[config.mk]
export PLATFORM = sky130hd
export DESIGN_NAME = wb_serializer_sched
export DESIGN_NICKNAME = d
export VERILOG_FILES = /design/src/rtl/wb_serializer_sched_pkg.sv /design/src/rtl/wb_serializer_sched_fifo.sv /design/src/rtl/wb_serializer_sched.sv
export SDC_FILE = /design/constraint.sdc
export NUM_CORES = 1
export LEC_CHECK = 0
export BUFFER_PORTS_ARGS = -buffer_cell sky130_fd_sc_hd__buf_2
export CAP_MARGIN = 20
export CORE_MARGIN = 1.5
export CORE_UTILIZATION = 40
export CTS_CLUSTER_SIZE = 30
export DETAILED_ROUTE_END_ITERATION = 10
export PLACE_DENSITY_LB_ADDON = 0.3
export SLEW_MARGIN = 20
export SYNTH_ARGS = -nofsm -noshare
export SYNTH_HDL_FRONTEND = slang
export SYNTH_HIERARCHICAL = 1
export SYNTH_SLANG_ARGS = --single-unit
[constraint.sdc]
create_clock -name CLK_I -period 3.8 [get_ports CLK_I]
set_input_delay 0.38 -clock CLK_I [delete_from_list [all_inputs] [get_ports CLK_I]]
set_output_delay 0.38 -clock CLK_I [all_outputs]
set_load 0.05 [all_outputs]
[src/rtl/wb_serializer_sched_pkg.sv]
// wb_serializer_sched_pkg
//   Shared definitions for the Wishbone transmit scheduler: register
//   addresses, scheduler FSM states, CTRL/STATUS bit positions and the
//   default K28.5 idle word.
package wb_serializer_sched_pkg;

    typedef enum logic [1:0] {
        ADR_TXDATA = 2'd0,
        ADR_CTRL   = 2'd1,
        ADR_STATUS = 2'd2,
        ADR_IDLE   = 2'd3
    } adr_e;

    typedef enum logic [1:0] {
        ST_IDLE  = 2'd0,
        ST_START = 2'd1,
        ST_WAIT  = 2'd2
    } state_e;

    // CTRL bit positions
    localparam int unsigned CTRL_ENABLE  = 0;
    localparam int unsigned CTRL_IDLE_EN = 1;
    localparam int unsigned CTRL_FLUSH   = 2;
    localparam int unsigned CTRL_OVF_CLR = 3;

    // STATUS bit positions
    localparam int unsigned STAT_EMPTY    = 8;
    localparam int unsigned STAT_FULL     = 9;
    localparam int unsigned STAT_BUSY     = 10;
    localparam int unsigned STAT_OVF      = 11;
    localparam int unsigned STAT_SENT_LSB = 16;

    // Symbol word: three {k, 8-bit} fields
    localparam int unsigned SYM_W = 27;

    // K28.5 x3
    localparam logic [31:0] IDLE_K285 = 32'h06F3_79BC;

endpackage

[src/rtl/wb_serializer_sched_fifo.sv]
// ser_sched_fifo
//   Synchronous FIFO for queued symbol words.
//   Ports: clk/rst (async active-high), push_i/data_i write side,
//   pop_i/data_o read side (data_o is the current head), flush_i clears
//   all entries, full_o/empty_o/level_o reflect registered occupancy.
//   Pushes while full and pops while empty are ignored; flush beats push.
module ser_sched_fifo #(
    parameter int unsigned DEPTH = 8,
    parameter int unsigned W     = 27
) (
    input  logic                     clk,
    input  logic                     rst,
    input  logic                     push_i,
    input  logic [W-1:0]             data_i,
    input  logic                     pop_i,
    input  logic                     flush_i,
    output logic [W-1:0]             data_o,
    output logic                     full_o,
    output logic                     empty_o,
    output logic [$clog2(DEPTH):0]   level_o
);

    localparam int unsigned AW = $clog2(DEPTH);

    logic [W-1:0]  mem_q [DEPTH];
    logic [AW-1:0] wr_ptr_q, wr_ptr_d;
    logic [AW-1:0] rd_ptr_q, rd_ptr_d;
    logic [AW:0]   count_q, count_d;
    logic          do_push, do_pop;

    assign full_o  = (count_q == (AW+1)'(DEPTH));
    assign empty_o = (count_q == '0);
    assign level_o = count_q;
    assign data_o  = mem_q[rd_ptr_q];

    always_comb begin
        do_push  = push_i && !full_o && !flush_i;
        do_pop   = pop_i && !empty_o;
        wr_ptr_d = wr_ptr_q;
        rd_ptr_d = rd_ptr_q;
        count_d  = count_q;
        if (flush_i) begin
            wr_ptr_d = '0;
            rd_ptr_d = '0;
            count_d  = '0;
        end else begin
            if (do_push) wr_ptr_d = wr_ptr_q + 1'b1;
            if (do_pop)  rd_ptr_d = rd_ptr_q + 1'b1;
            count_d = count_q + (AW+1)'(do_push) - (AW+1)'(do_pop);
        end
    end

    always_ff @(posedge clk or posedge rst) begin
        if (rst) begin
            wr_ptr_q <= '0;
            rd_ptr_q <= '0;
            count_q  <= '0;
        end else begin
            wr_ptr_q <= wr_ptr_d;
            rd_ptr_q <= rd_ptr_d;
            count_q  <= count_d;
        end
    end

    // Storage needs no reset: occupancy is tracked by the pointers.
    always_ff @(posedge clk) begin
        if (do_push) mem_q[wr_ptr_q] <= data_i;
    end

endmodule

[src/rtl/wb_serializer_sched.sv]
// wb_serializer_sched
//   Wishbone-mapped transmit scheduler feeding a serializer.
//   Wishbone slave: CLK_I, RST_I (async active-high), CYC_I, STB_I, WE_I,
//   ADR_I (bits [1:0] decoded), DAT_I, DAT_O, ACK_O, ERR_O; the handshake
//   is combinational and single-cycle.
//   Serializer side: ser_start_o one-cycle start pulse, ser_data_o word
//   held from start until the next load, ser_eot_i end-of-transmission.
//   Queued words are sent in order; with idle insertion enabled the IDLE
//   register word is sent whenever the queue is empty.
module wb_serializer_sched
    import wb_serializer_sched_pkg::*;
#(
    parameter int unsigned DEPTH        = 8,
    parameter logic [31:0] IDLE_DEFAULT = IDLE_K285
) (
    input  logic        CLK_I,
    input  logic        RST_I,
    input  logic        CYC_I,
    input  logic        STB_I,
    input  logic        WE_I,
    input  logic [31:0] ADR_I,
    input  logic [31:0] DAT_I,
    output logic [31:0] DAT_O,
    output logic        ACK_O,
    output logic        ERR_O,
    output logic        ser_start_o,
    output logic [31:0] ser_data_o,
    input  logic        ser_eot_i
);

    localparam int unsigned AW = $clog2(DEPTH);

    adr_e        adr;
    logic        cs, bad_access, wr_ack;
    logic        fifo_push, fifo_pop, fifo_flush, push_overflow;
    logic [SYM_W-1:0] fifo_head;
    logic        fifo_full, fifo_empty;
    logic [AW:0] fifo_level;
    logic [31:0] status;

    state_e      state_q, state_d;
    logic        enable_q, enable_d;
    logic        idle_en_q, idle_en_d;
    logic        overflow_q, overflow_d;
    logic [31:0] idle_q, idle_d;
    logic [31:0] ser_data_q, ser_data_d;
    logic        from_fifo_q, from_fifo_d;
    logic [15:0] sent_cnt_q, sent_cnt_d;

    logic        unused_ok;
    assign unused_ok = ^{ADR_I[31:2], DAT_I[31:SYM_W]};

    assign adr = adr_e'(ADR_I[1:0]);
    assign cs  = CYC_I & STB_I;

    ser_sched_fifo #(
        .DEPTH (DEPTH),
        .W     (SYM_W)
    ) u_fifo (
        .clk     (CLK_I),
        .rst     (RST_I),
        .push_i  (fifo_push),
        .data_i  (DAT_I[SYM_W-1:0]),
        .pop_i   (fifo_pop),
        .flush_i (fifo_flush),
        .data_o  (fifo_head),
        .full_o  (fifo_full),
        .empty_o (fifo_empty),
        .level_o (fifo_level)
    );

    // Bus decode and read mux
    always_comb begin
        bad_access = ((adr == ADR_TXDATA) && WE_I && fifo_full) ||
                     ((adr == ADR_STATUS) && WE_I) ||
                     ((adr == ADR_TXDATA) && !WE_I);
        ACK_O  = cs && !bad_access;
        ERR_O  = cs && bad_access;
        wr_ack = ACK_O && WE_I;

        fifo_flush    = wr_ack && (adr == ADR_CTRL) && DAT_I[CTRL_FLUSH];
        fifo_push     = wr_ack && (adr == ADR_TXDATA) && !fifo_flush;
        push_overflow = cs && WE_I && (adr == ADR_TXDATA) && fifo_full;

        status                = '0;
        status[3:0]           = 4'(fifo_level);
        status[STAT_EMPTY]    = fifo_empty;
        status[STAT_FULL]     = fifo_full;
        status[STAT_BUSY]     = (state_q != ST_IDLE);
        status[STAT_OVF]      = overflow_q;
        status[31:STAT_SENT_LSB] = sent_cnt_q;

        DAT_O = '0;
        if (cs && !WE_I) begin
            case (adr)
                ADR_CTRL: begin
                    DAT_O[CTRL_ENABLE]  = enable_q;
                    DAT_O[CTRL_IDLE_EN] = idle_en_q;
                end
                ADR_STATUS: DAT_O = status;
                ADR_IDLE:   DAT_O = idle_q;
                default:    DAT_O = '0;
            endcase
        end
    end

    // Register file, FSM and sent counter next-state
    always_comb begin
        enable_d    = enable_q;
        idle_en_d   = idle_en_q;
        overflow_d  = overflow_q;
        idle_d      = idle_q;
        state_d     = state_q;
        ser_data_d  = ser_data_q;
        from_fifo_d = from_fifo_q;
        sent_cnt_d  = sent_cnt_q;
        fifo_pop    = 1'b0;

        if (wr_ack && (adr == ADR_CTRL)) begin
            enable_d  = DAT_I[CTRL_ENABLE];
            idle_en_d = DAT_I[CTRL_IDLE_EN];
            if (DAT_I[CTRL_OVF_CLR]) overflow_d = 1'b0;
        end
        if (wr_ack && (adr == ADR_IDLE)) idle_d = {5'b0, DAT_I[SYM_W-1:0]};
        // Set after the clear so a simultaneous overflow wins.
        if (push_overflow) overflow_d = 1'b1;

        case (state_q)
            ST_IDLE: begin
                if (enable_q && !fifo_empty) begin
                    fifo_pop    = 1'b1;
                    ser_data_d  = {5'b0, fifo_head};
                    from_fifo_d = 1'b1;
                    state_d     = ST_START;
                end else if (enable_q && idle_en_q) begin
                    ser_data_d  = idle_q;
                    from_fifo_d = 1'b0;
                    state_d     = ST_START;
                end
            end
            ST_START: state_d = ST_WAIT;
            ST_WAIT: begin
                if (ser_eot_i) begin
                    state_d = ST_IDLE;
                    if (from_fifo_q) sent_cnt_d = sent_cnt_q + 16'd1;
                end
            end
            default: state_d = ST_IDLE;
        endcase
    end

    assign ser_start_o = (state_q == ST_START);
    assign ser_data_o  = ser_data_q;

    always_ff @(posedge CLK_I or posedge RST_I) begin
        if (RST_I) begin
            state_q     <= ST_IDLE;
            enable_q    <= 1'b0;
            idle_en_q   <= 1'b0;
            overflow_q  <= 1'b0;
            idle_q      <= IDLE_DEFAULT;
            ser_data_q  <= '0;
            from_fifo_q <= 1'b0;
            sent_cnt_q  <= '0;
        end else begin
            state_q     <= state_d;
            enable_q    <= enable_d;
            idle_en_q   <= idle_en_d;
            overflow_q  <= overflow_d;
            idle_q      <= idle_d;
            ser_data_q  <= ser_data_d;
            from_fifo_q <= from_fifo_d;
            sent_cnt_q  <= sent_cnt_d;
        end
    end

endmodule
==> out/results.tsv, run 1 <==
metric	value	unit
rsz0062_at_grt	no	
clock-root-buffer	clkbuf_16	
seq_area	8660	µm²
cts.sinks	302	
routed-via-count	6603	
initial_core_util	41.0	%
period_share	84.2	%
yosys-top-cells-area	edfxtp_1 51%, dfrtp_1 13%, mux4_1 6.4%, mux2_2 5.2%, mux4_2 4.1%	
drtPass1Iterations	4	
ios	137	
nFillCells	2629	
dpl.hpwl	17000	µm
tightest_slew	0.833	ns
hold_viol	0	
leakage	5.61	nW
gp_congestion	0.740	
ys_warn_count	6	
clk_path_buf_depth	3	
async_reset_ff_share	28.5	%
grt_usage	16.8	%
die_x	181	µm
synth_top_area_share	51.2	%
cts_tree	built	
reg2reg_depth	13	
synth_ff_type	edfxtp_1	
p_per_area	686	nW/µm²
grt_max_degree	40	
irDropWorstVdd	0.473	mV
drv_cap	0	
reg2reg_setup_slack	0.60	ns
whs_path_depth	1	
ys_ff_latch	302	
synth_commonest_cells	216 x edfxtp_1, 68 x dfrtp_1, 59 x mux2_2	
wl	26900	µm
timing.hold.ws	0.100	ns
critPathLaunchType	register	
post_cts_resized	0	
period_needed	3.20	ns
crit_chain	inv_1 > ha_1 > or3b_2 > inv_1 > nor3b_1 > inv_1 > or3_1 > ha_1 > inv_1 > ha_1 > fa_1 > xnor2_1 > nor2_1	
reg2reg_from	u_fifo/level_o[2]	
io_buffers	96	
synth_cell_types	48	
seq_area_frac_synth	68.3	%
drt_iter0_markers	455	
cp_slowest_cell	nor3b_1	
core-area	30900	µm²
die_area	32800	µm²
hold_start	DAT_I[10]	
crit_arrival	3.62	ns
cp_max_fo	10	
fin_skew	0.0154	ns
syn_inst	722	
critical_path_class	reg -> reg	
nets	928	
final_layout_size_suffix_gt1_share	33.9	%
setup_viol	0	
antenna_found_initial	2	
hold_path.class	in -> reg	
status	finished, final reports clean	
hold_end	u_fifo/mem_q[1][10]	
cts_buffers	31	
slowest_delay	0.42	ns
synth-edff-count	216	
die_h	181	µm
fmaxAchievable	313	MHz
clock_latency	0.57	ns
grt_pass1_vias	6903	
r2r-end	u_fifo/level_o[2]	
cp.required	4.23	ns
drv_slew	0	
crit_top_cell	inv_1	
postSynthAreaPerCell	17.6	µm²
multi_input_area	3790	µm²
grt_pass1_wl	42000	µm
cts_max_level	1	
ant_nets	0	
area_growth	17.2	%
viasPerCell	5.20	
grt_overflow	0	
setup_tns	0	ns
cp-end-kind	register	
yosysMostFrequentCell	edfxtp_1	
synthesis.area	12700	µm²
yosysTopAreaCell	edfxtp_1	
clkSlewWorstSetupHoldPaths	0.06	ns
timing.slew.headroom	44.3	%
fp-row-count	64	
drc	0	
avgRoutedWirePerCell	21.2	µm
==> how the worst max path moves through the flow <==
stage	endpoint	startpoint	cells after the start
3_5_place_dp	u_fifo/level_o[2]	u_fifo/level_o[2]	13
5_1_grt	u_fifo/level_o[2]	u_fifo/level_o[2]	13
3_3_place_gp	u_fifo/level_o[2]	u_fifo/level_o[2]	13
4_1_cts	u_fifo/level_o[2]	u_fifo/level_o[2]	13
6_report	u_fifo/level_o[2]	u_fifo/level_o[2]	13
2_1_floorplan	u_fifo/mem_q[1][0]	u_fifo/level_o[2]	7
==> per-layer routing <==
| metal | GRT usage (%) | wire length (µm) | up-vias |
|---|---|---|---|
| met2 | 27.8 | 12800 | 153 |
| met3 | 2.72 | 1440 | 35 |
| li1 | - | - | 3044 |
| met5 | 0 | 10 | - |
| met4 | 3.73 | 437 | 2 |
| met1 | 23.5 | 12200 | 3369 |
==> sequential cells by signal, summed over array words and instances (netlist names), 2 cells and up <==
| register | count |
|---|---|
| idle_q | 27 |
| sent_cnt_q | 16 |
| ser_data_o | 27 |
| state_q | 2 |
| u_fifo/level_o | 4 |
| u_fifo/mem_q | 216 |
| u_fifo/rd_ptr_q | 3 |
| u_fifo/wr_ptr_q | 3 |
==> through the flow <==
step           utilization (%)  total power, W  cell area [µm²]  worst slack [ns]  instances
4_1_cts                   48.0          0.0103            14800             0.606       1269
2_1_floorplan                -         0.00638            12700            0.0444        726
3_3_place_gp              44.5         0.00704            13700             0.698       1210
5_1_grt                   48.0          0.0107            14800             0.378       1269
3_5_place_dp              44.5         0.00709            13700             0.620       1210
6_report                  48.0          0.0102            14800             0.602       1270
==> cells in the final DEF (no fill, tap or decap), types with 5 or more instances in the layout <==
master,Yosys,routed
dfstp_2,18,18
a21oi_1,7,7
buf_2,7,96
clkbuf_1,10,5
mux4_2,23,23
nand3_1,10,9
mux2_2,59,59
bufinv_16,0,6
mux2i_1,44,44
edfxtp_1,216,216
nor2b_1,7,6
inv_1,12,11
buf_12,0,5
nand2_1,42,42
nor2_1,33,27
dfrtp_1,68,66
nor3b_1,5,5
o21ai_0,32,32
clkbuf_16,0,31
mux4_1,31,31
clkinv_2,0,8
ha_1,9,9
and2_1,14,14
nor2_2,0,6
nand2b_1,5,5
buf_4,6,22
xnor2_1,12,12
conb_1,1,5
==> where the power goes <==
part,switching (W),leakage (nW),internal (W)
registers,0.000343,2.99,0.00387
clock network,0.00126,0.532,0.00195
logic,0.00152,2.09,0.00124
total,0.00312,5.61,0.00706
==> final cells by class <==
cell class | count | area share (%)
multi-input cells | 377 | 25.5
inverters | 12 | 0.312
clock inverters | 20 | 1.85
clock buffers | 38 | 5.54
diodes | 1 | 0.0169
flip-flops and latches | 302 | 58.3
well taps | 396 | 3.34
repair buffers | 124 | 5.09
==> worst max-delay path, delay by kind of cell (launching register included) <==
kind	cells	cell delay [ns]
AND/OR/NAND/NOR	4	1.08
flip-flops	1	0.34
adder cells (fa/ha/maj)	4	1.05
buffers and inverters	4	0.42
XOR/XNOR	1	0.18
==> kinds of logic after synthesis <==
family | count (synthesis) | synth area share, %
flip-flops | 302 | 68.3
buffers and inverters | 47 | 2.23
AO/OA/AOI/OAI | 43 | 1.79
XOR/XNOR | 16 | 1.11
multiplexers | 158 | 19.3
AND/OR/NAND/NOR | 145 | 6.14
adder cells (fa/ha/maj) | 10 | 1.05
other | 1 | 0.0296
==> repair_timing <==
action	in CTS	in global routing
hold buffers	1	0
endpoints found under the setup margin	0	0
endpoints found under the hold margin	12	0
setup buffers	0	0
Note: power is estimated with default switching activity, not from simulation.
==> inputs of run 2 (changes only) <==
==> constraint.sdc (replaced) <==
create_clock -name CLK_I -period 2.6 [get_ports CLK_I]
set_input_delay 0.26 -clock CLK_I [delete_from_list [all_inputs] [get_ports CLK_I]]
set_output_delay 0.26 -clock CLK_I [all_outputs]
set_load 0.05 [all_outputs]
==> run 2 against run 1 <==
  * First-iteration DRC count up 3.1%
  * Sequential power up 43%
  * Register-to-register slack got worse by 0.64 ns
  * Hold slack got worse by 0.083 ns
  * Cell area rose by 4.2%
  * Routed wire length up 1.2%
  * Via count is 2.9% higher
  * The run now ends with negative setup slack left
  * Clock-buffer cell count grew 2
  * Critical endpoint is now u_fifo/mem_q[6][5]
  * Power rose by 47%
  * Highest routed layer is now met4
  * Critical path type unchanged
==> out/results.tsv, run 2 (synthesis results as in run 1) <==
metric	value	unit	change
period_share	102	%	+17 points
clock-root-buffer	clkbuf_16		
p_clk_share	30.0	%	-1.5 points
grt_usage	16.9	%	+0.073 points
drv_slew	0		unchanged
largest_register	u_fifo/mem_q		
tightest_slew	0.661	ns	-0.172 ns
seq_area	8660	µm²	unchanged
fin_cells	1317		+3.7%
comb_power_share	29.8	%	+2.7 points
largest_reg_flops	216		unchanged
p_per_area	969	nW/µm²	+41%
p_int	0.0104	W	+47%
cts_max_level	1		unchanged
r2r-end	u_fifo/mem_q[6][5]		
reg2reg_from	u_fifo/level_o[3]		
grt_pass1_vias	7012		+1.6%
crit_cells	10		-3
core-area	30900	µm²	unchanged
drc	0		unchanged
multi_input_area	3900	µm²	+2.9%
period_needed	2.64	ns	-0.558 ns
cts_tree	built		
ios	137		unchanged
ant_nets	0		unchanged
antenna_found_initial	0		-2
crit_start	u_fifo/level_o[3]		
cts_buffers	31		unchanged
cp-end-kind	register		
clkSlewWorstSetupHoldPaths	0.06	ns	about the same
placedCellCount	1233		+1.9%
timing.slew.headroom	55.9	%	+12 points
whs_path_depth	1		unchanged
nFillCells	2586		-1.6%
grt-busiest-layer	met2		
power_frac_seq	40.1	%	-1.3 points
cp.required	2.85	ns	-1.38 ns
gp_congestion	0.789		+6.5%
reg2reg_setup_slack	-0.04	ns	-0.64 ns
cts.sinks	302		unchanged
fin_ws	-0.0397	ns	-0.642 ns
die_h	181	µm	unchanged
avgRoutedWirePerCell	20.7	µm	-2.4%
viasPerCell	5.16		-0.78%
crit_chain	ha_4 > or3b_4 > inv_4 > nor3b_4 > inv_2 > buf_6 > or4_4 > buf_12 > nor2_4 > buf_12		
fin_skew	0.0106	ns	-0.00479 ns
cp_top_family	simple AND/OR/NAND/NOR gates		
reg2reg_depth	10		-3
clk_path_buf_depth	3		unchanged
initial_core_util	41.0	%	unchanged
total_power	0.0150	W	+47%
grt_max_degree	57		+43%
met1_usage	24.3	%	+0.75 points
setup_viol	74		+74
io_buffers	96		unchanged
routed-via-count	6794		+2.9%
irDropWorstVdd	0.547	mV	+16%
leakage	5.86	nW	+4.6%
mostFrequentLayoutCell	edfxtp_1		
drt_iter0_markers	469		+3.1%
rsz0062_at_grt	yes		
die_area	32800	µm²	unchanged
use_met3	2.28	%	-0.44 points
violations	negative setup slack		
grt_pass1_wl	42200	µm	+0.56%
grt_overflow	0		unchanged
use_met2	27.8	%	-0.062 points
wl	27200	µm	+1.2%
drv_cap	0		unchanged
hold_path.class	in -> reg		
crit_path_end	u_fifo/mem_q[6][5]		
die_x	181	µm	unchanged
power_switching_share	30.8	%	+0.13 points
final_util	50.1	%	+2.0 points
crit_arrival	2.89	ns	-0.73 ns
slowest_delay	0.56	ns	+0.14 ns
p_sw	0.00462	W	+48%
status	complete, but fails checks		
cp_max_fo	22		+12
critical_path_class	reg -> reg		
drtPass1Iterations	4		unchanged
nets	976		+5.2%
dpl.hpwl	17100	µm	+0.48%
fmaxAchievable	379	MHz	+21%
area_growth	22.1	%	
critPathLaunchType	register		
mostFrequentLayoutCells	216 x edfxtp_1, 93 x buf_2, 66 x dfrtp_1		
crit_top_cell	buf_12		
hold_viol	0		unchanged
final_layout_size_suffix_gt1_share	36.5	%	+2.6 points
clock_latency	0.55	ns	-0.02 ns
worst-path-buf-inv	5		+1
cp_slowest_cell	or4_4		
fp-row-count	64		unchanged
==> run 2: layer usage <==
metal	up-vias	share of wire (%)
met4	0	1.6
met5	-	0
li1	3133	-
met2	152	48
met3	33	4.4
met1	3476	46
==> run 2: area by class of cell <==
cell class                      instances  area share (%)
Sequential cell                       302            56.0
Clock inverter                         17            1.37
Antenna cell                            1          0.0162
Tap cell                              396            3.20
Timing Repair Buffer                  172            8.60
Inverter                               12           0.315
Multi-Input combinational cell        377            25.2
Clock buffer                           40            5.30
==> run 2: metrics by stage <==
stage / instance area (µm²) / setup TNS, ns / hold WS [ns] / worst slack, ns
after CTS: 15300 / -0.0686 / 0.00477 / -0.0329
after global placement: 14100 / -0.0453 / 0.302 / -0.0453
final: 15500 / -1.76 / 0.0167 / -0.0397
after detailed placement: 14100 / -0.0550 / 0.309 / -0.0504
after floorplan: 12800 / -14.59 / 0.100 / -0.305
after global routing: 15500 / -7.51 / 0.00667 / -0.108
==> run 2: how the worst min path moves through the flow <==
stage / startpoint / end
5_1_grt: DAT_I[20] / u_fifo/mem_q[1][20]
6_report: DAT_I[4] / u_fifo/mem_q[2][4]
4_1_cts: DAT_I[20] / u_fifo/mem_q[1][20]
2_1_floorplan: RST_I / u_fifo/level_o[0]
3_5_place_dp: RST_I / u_fifo/rd_ptr_q[0]
3_3_place_gp: RST_I / u_fifo/rd_ptr_q[0]
==> run 2: repair_timing <==
item	in CTS	in global routing
setup buffers	2	3
pin swaps	6	9
resized for setup	6	13
gates cloned	0	2
hold buffers	19	0
hold endpoints to repair	166	0
setup endpoints to repair	2	115
==> run 2: power groups by stage <==
stage / Clock [W] / Sequential, W / Combinational [W]
final: 0.00450 / 0.00602 / 0.00447
after global routing: 0.00480 / 0.00607 / 0.00487
after CTS: 0.00460 / 0.00603 / 0.00450
after detailed placement: 0 / 0.00611 / 0.00443
after global placement: 0 / 0.00610 / 0.00439
after floorplan: 0 / 0.00663 / 0.00273
==> inputs of run 3 (changes only) <==
--- a/config.mk
+++ b/config.mk
@@ -5,6 +5,7 @@
 export SDC_FILE = /design/constraint.sdc
 export NUM_CORES = 1
 export LEC_CHECK = 0
+export ABC_AREA = 1
 export BUFFER_PORTS_ARGS = -buffer_cell sky130_fd_sc_hd__buf_2
 export CAP_MARGIN = 20
 export CORE_MARGIN = 1.5
==> run 3 against run 2 <==
  * Synthesized area grew 12%
  * Critical path type unchanged
  * Hold slack gained 0.013 ns
  * Sequential cell count is the same
  * Final cell count grew 64%
  * First-iteration DRC count grew 45%
  * Power grew 9.1%
  * Routed wire length grew 26%
  * Register-to-register slack gained 0.18 ns
  * Worst setup slack gained 0.18 ns
  * Utilization shrank 1.7 points
  * The run now ends clean
  * Cell area grew 8.4%
  * Global-route usage grew 2.2 points
==> out/results.tsv, run 3 <==
metric	value	unit	change
hold_start	DAT_I[14]		
crit_start	u_fifo/level_o[3]		
period_needed	2.46	ns	-0.183 ns
drtPass1Iterations	5		+1
ios	137		unchanged
yosysMostFrequentCell	nand2_1		
die_x	191	µm	+5.8%
grt_max_degree	111		+95%
clkSlewWorstSetupHoldPaths	0.06	ns	about the same
dpl.hpwl	22300	µm	+31%
antenna_cells	0		-1
io_buffers	96		unchanged
irDropWorstVdd	0.765	mV	+40%
status	finished, final reports clean		
nFillCells	3202		+24%
hold_path.class	in -> reg		
fp-row-count	68		+6.3%
reg2reg_from	u_fifo/level_o[3]		
fin_cells	2154		+64%
crit_arrival	2.89	ns	about the same
avgRoutedWirePerCell	15.9	µm	-23%
synth_top_area_share	45.7	%	-5.5 points
yosysTopAreaCell	edfxtp_1		
p_int	0.0102	W	-1.3%
p_clk_share	28.4	%	-1.6 points
final_layout_size_suffix_gt1_share	16.7	%	-20 points
period_share	94.5	%	-7.0 points
drv_slew	0		unchanged
yosys-top-cells-area	edfxtp_1 46%, nand2_1 14%, dfrtp_1 12%, inv_1 8.3%, nand3_1 4.5%		
cts_max_level	2		+1
nets	1754		+80%
seq_area_frac_synth	61.0	%	-7.4 points
ant_nets	0		unchanged
synth_cell_types	34		-29%
syn_inst	1550		+110%
timing.slew.headroom	60.5	%	+4.5 points
design_area	16800	µm²	+8.4%
cts_tree	built		
p_per_area	975	nW/µm²	+0.58%
viasPerCell	4.74		-8.1%
final_util	48.3	%	-1.7 points
power_frac_seq	37.3	%	-2.8 points
synth_commonest_cells	532 x nand2_1, 313 x inv_1, 216 x edfxtp_1		
grt_pass1_wl	53600	µm	+27%
tightest_slew	0.593	ns	-0.0681 ns
comb_power_share	34.4	%	+4.6 points
largest_register	u_fifo/mem_q		
cts_buffers	34		+9.7%
timing.hold.ws	0.0300	ns	+0.0133 ns
core-area	34700	µm²	+12%
hold_viol	0		unchanged
critPathLaunchType	register		
cp_max_fo	3		-86%
cts.sinks	302		unchanged
synth-edff-count	216		unchanged
clock-root-buffer	clkbuf_16		
place_area	15600	µm²	+11%
largest_reg_flops	216		unchanged
drt_iter0_markers	678		+45%
critical_path_class	reg -> reg		
clk_path_buf_depth	3		unchanged
gp_congestion	0.825		+4.6%
clock_latency	0.51	ns	-0.04 ns
initial_core_util	40.9	%	-0.077 points
power_switching_share	37.4	%	+6.6 points
mostFrequentLayoutCell	nand2_1		
synthesis.area	14200	µm²	+12%
area_growth	18.1	%	
postSynthAreaPerCell	9.17	µm²	-48%
die_area	36700	µm²	+12%
fmaxAchievable	407	MHz	+7.4%
leakage	7.87	nW	+34%
async_reset_ff_share	28.5	%	unchanged
wl	34200	µm	+26%
grt_pass1_vias	9953		+42%
setup_viol	0		-100%
grt_usage	19.1	%	+2.2 points
die_h	191	µm	+5.8%
drv_cap	0		unchanged
antenna_found_initial	0		unchanged
cp.required	3.04	ns	+0.19 ns
p_sw	0.00612	W	+32%
fin_skew	0.0160	ns	+0.00532 ns
grt_overflow	0		unchanged
cp-end-kind	register		
drc	0		unchanged
placedCellCount	2085		+69%
mostFrequentLayoutCells	529 x nand2_1, 306 x inv_1, 216 x edfxtp_1		
total_power	0.0164	W	+9.1%
ys_ff_latch	302		unchanged
synth_ff_type	edfxtp_1		
routed-via-count	10200		+50%
ys_warn_count	6		unchanged
==> run 3: cell types whose count changed in the layout (fill, tap and decap cells not counted), moves of 23 or more <==
cell / change
nand2_1: +487
inv_1: +299
nand3_1: +117
mux2_2: -59
mux2i_1: -44
mux4_1: -31
o21a_1: +27
o21ai_2: +27
mux4_2: -23
==> run 3: per-layer routing <==
| metal | wire, µm | global-route usage (%) | share of wire, % | vias up |
|---|---|---|---|---|
| met3 | 1880 | 2.86 | 5.5 | 56 |
| met4 | 807 | 5.86 | 2.4 | 0 |
| met1 | 15400 | 25.5 | 45 | 4832 |
| li1 | - | - | - | 5086 |
| met2 | 16100 | 32.1 | 47 | 242 |
| met5 | 0 | 0 | 0 | - |
==> run 3: cell families after synthesis <==
family                     Yosys count  share of synthesized area [%]
xor gates and xnor gates            11                          0.678
buffers and inverters              386                           11.1
adders and majority gates           10                          0.934
other                                1                         0.0264
DFF                                302                           61.0
AOI/OAI and AO/OA                  111                           5.21
and+or+nand+nor                    729                           21.1
==> run 3: metrics by stage <==
stage / setup TNS (ns) / worst slack [ns]
final: 0 / 0.143
after global routing: -0.00708 / -0.00708
after CTS: 0 / 0.0251
after detailed placement: 0 / 0.0419
after global placement: 0 / 0.122
after floorplan: -1.42 / -0.0208
==> run 3: power by group through the flow <==
stage	Combinational [W]	Clock (W)	Sequential, W
6_report	0.00562	0.00464	0.00609
5_1_grt	0.00624	0.00491	0.00616
4_1_cts	0.00558	0.00473	0.00610
3_5_place_dp	0.00554	0	0.00618
3_3_place_gp	0.00545	0	0.00617
2_1_floorplan	0.00329	0	0.00680
==> run 3: final timing paths <==
kind                                endpoint  depth (start not counted)  slack, ns
setup / recovery           u_fifo/level_o[1]                         14       0.14
hold / removal                    idle_q[14]                          3       0.03
setup reg to reg           u_fifo/level_o[1]                         14       0.14
hold reg to reg               sent_cnt_q[15]                          2       0.48
max in group asynchronous         idle_q[11]                          4       1.51
min in group asynchronous  u_fifo/level_o[1]                          3       0.32
==> run 3: what timing repair did <==
action | in CTS | in global routing
endpoints found under the hold margin | 36 | 0
gates resized for setup | 0 | 8
setup buffers | 0 | 6
hold buffers | 2 | 0
endpoints found under the setup margin | 0 | 2
==> run 3: worst max-delay path, stage by stage (launching register included) <==
cell and delay [ns]:
dfrtp_1 0.42, ha_4 0.18, nand3_4 0.07, inv_2 0.05, inv_2 0.04, nand2_2 0.05, o21ai_4 0.15, and3_4 0.23
nand3_4 0.08, ha_4 0.26, inv_2 0.04, ha_4 0.15, fa_2 0.52, inv_1 0.04, nor2_1 0.10
==> run 3: layout make-up <==
class                   instances  area [µm²]  area share [%]
repair buffers                152        1090            6.52
well taps                     455         569            3.39
clock inverters                14         115           0.686
clock buffers                  47         961            5.73
inverters                     318        1190            7.12
multi-input cells             866        4180            24.9
flip-flops and latches        302        8670            51.7
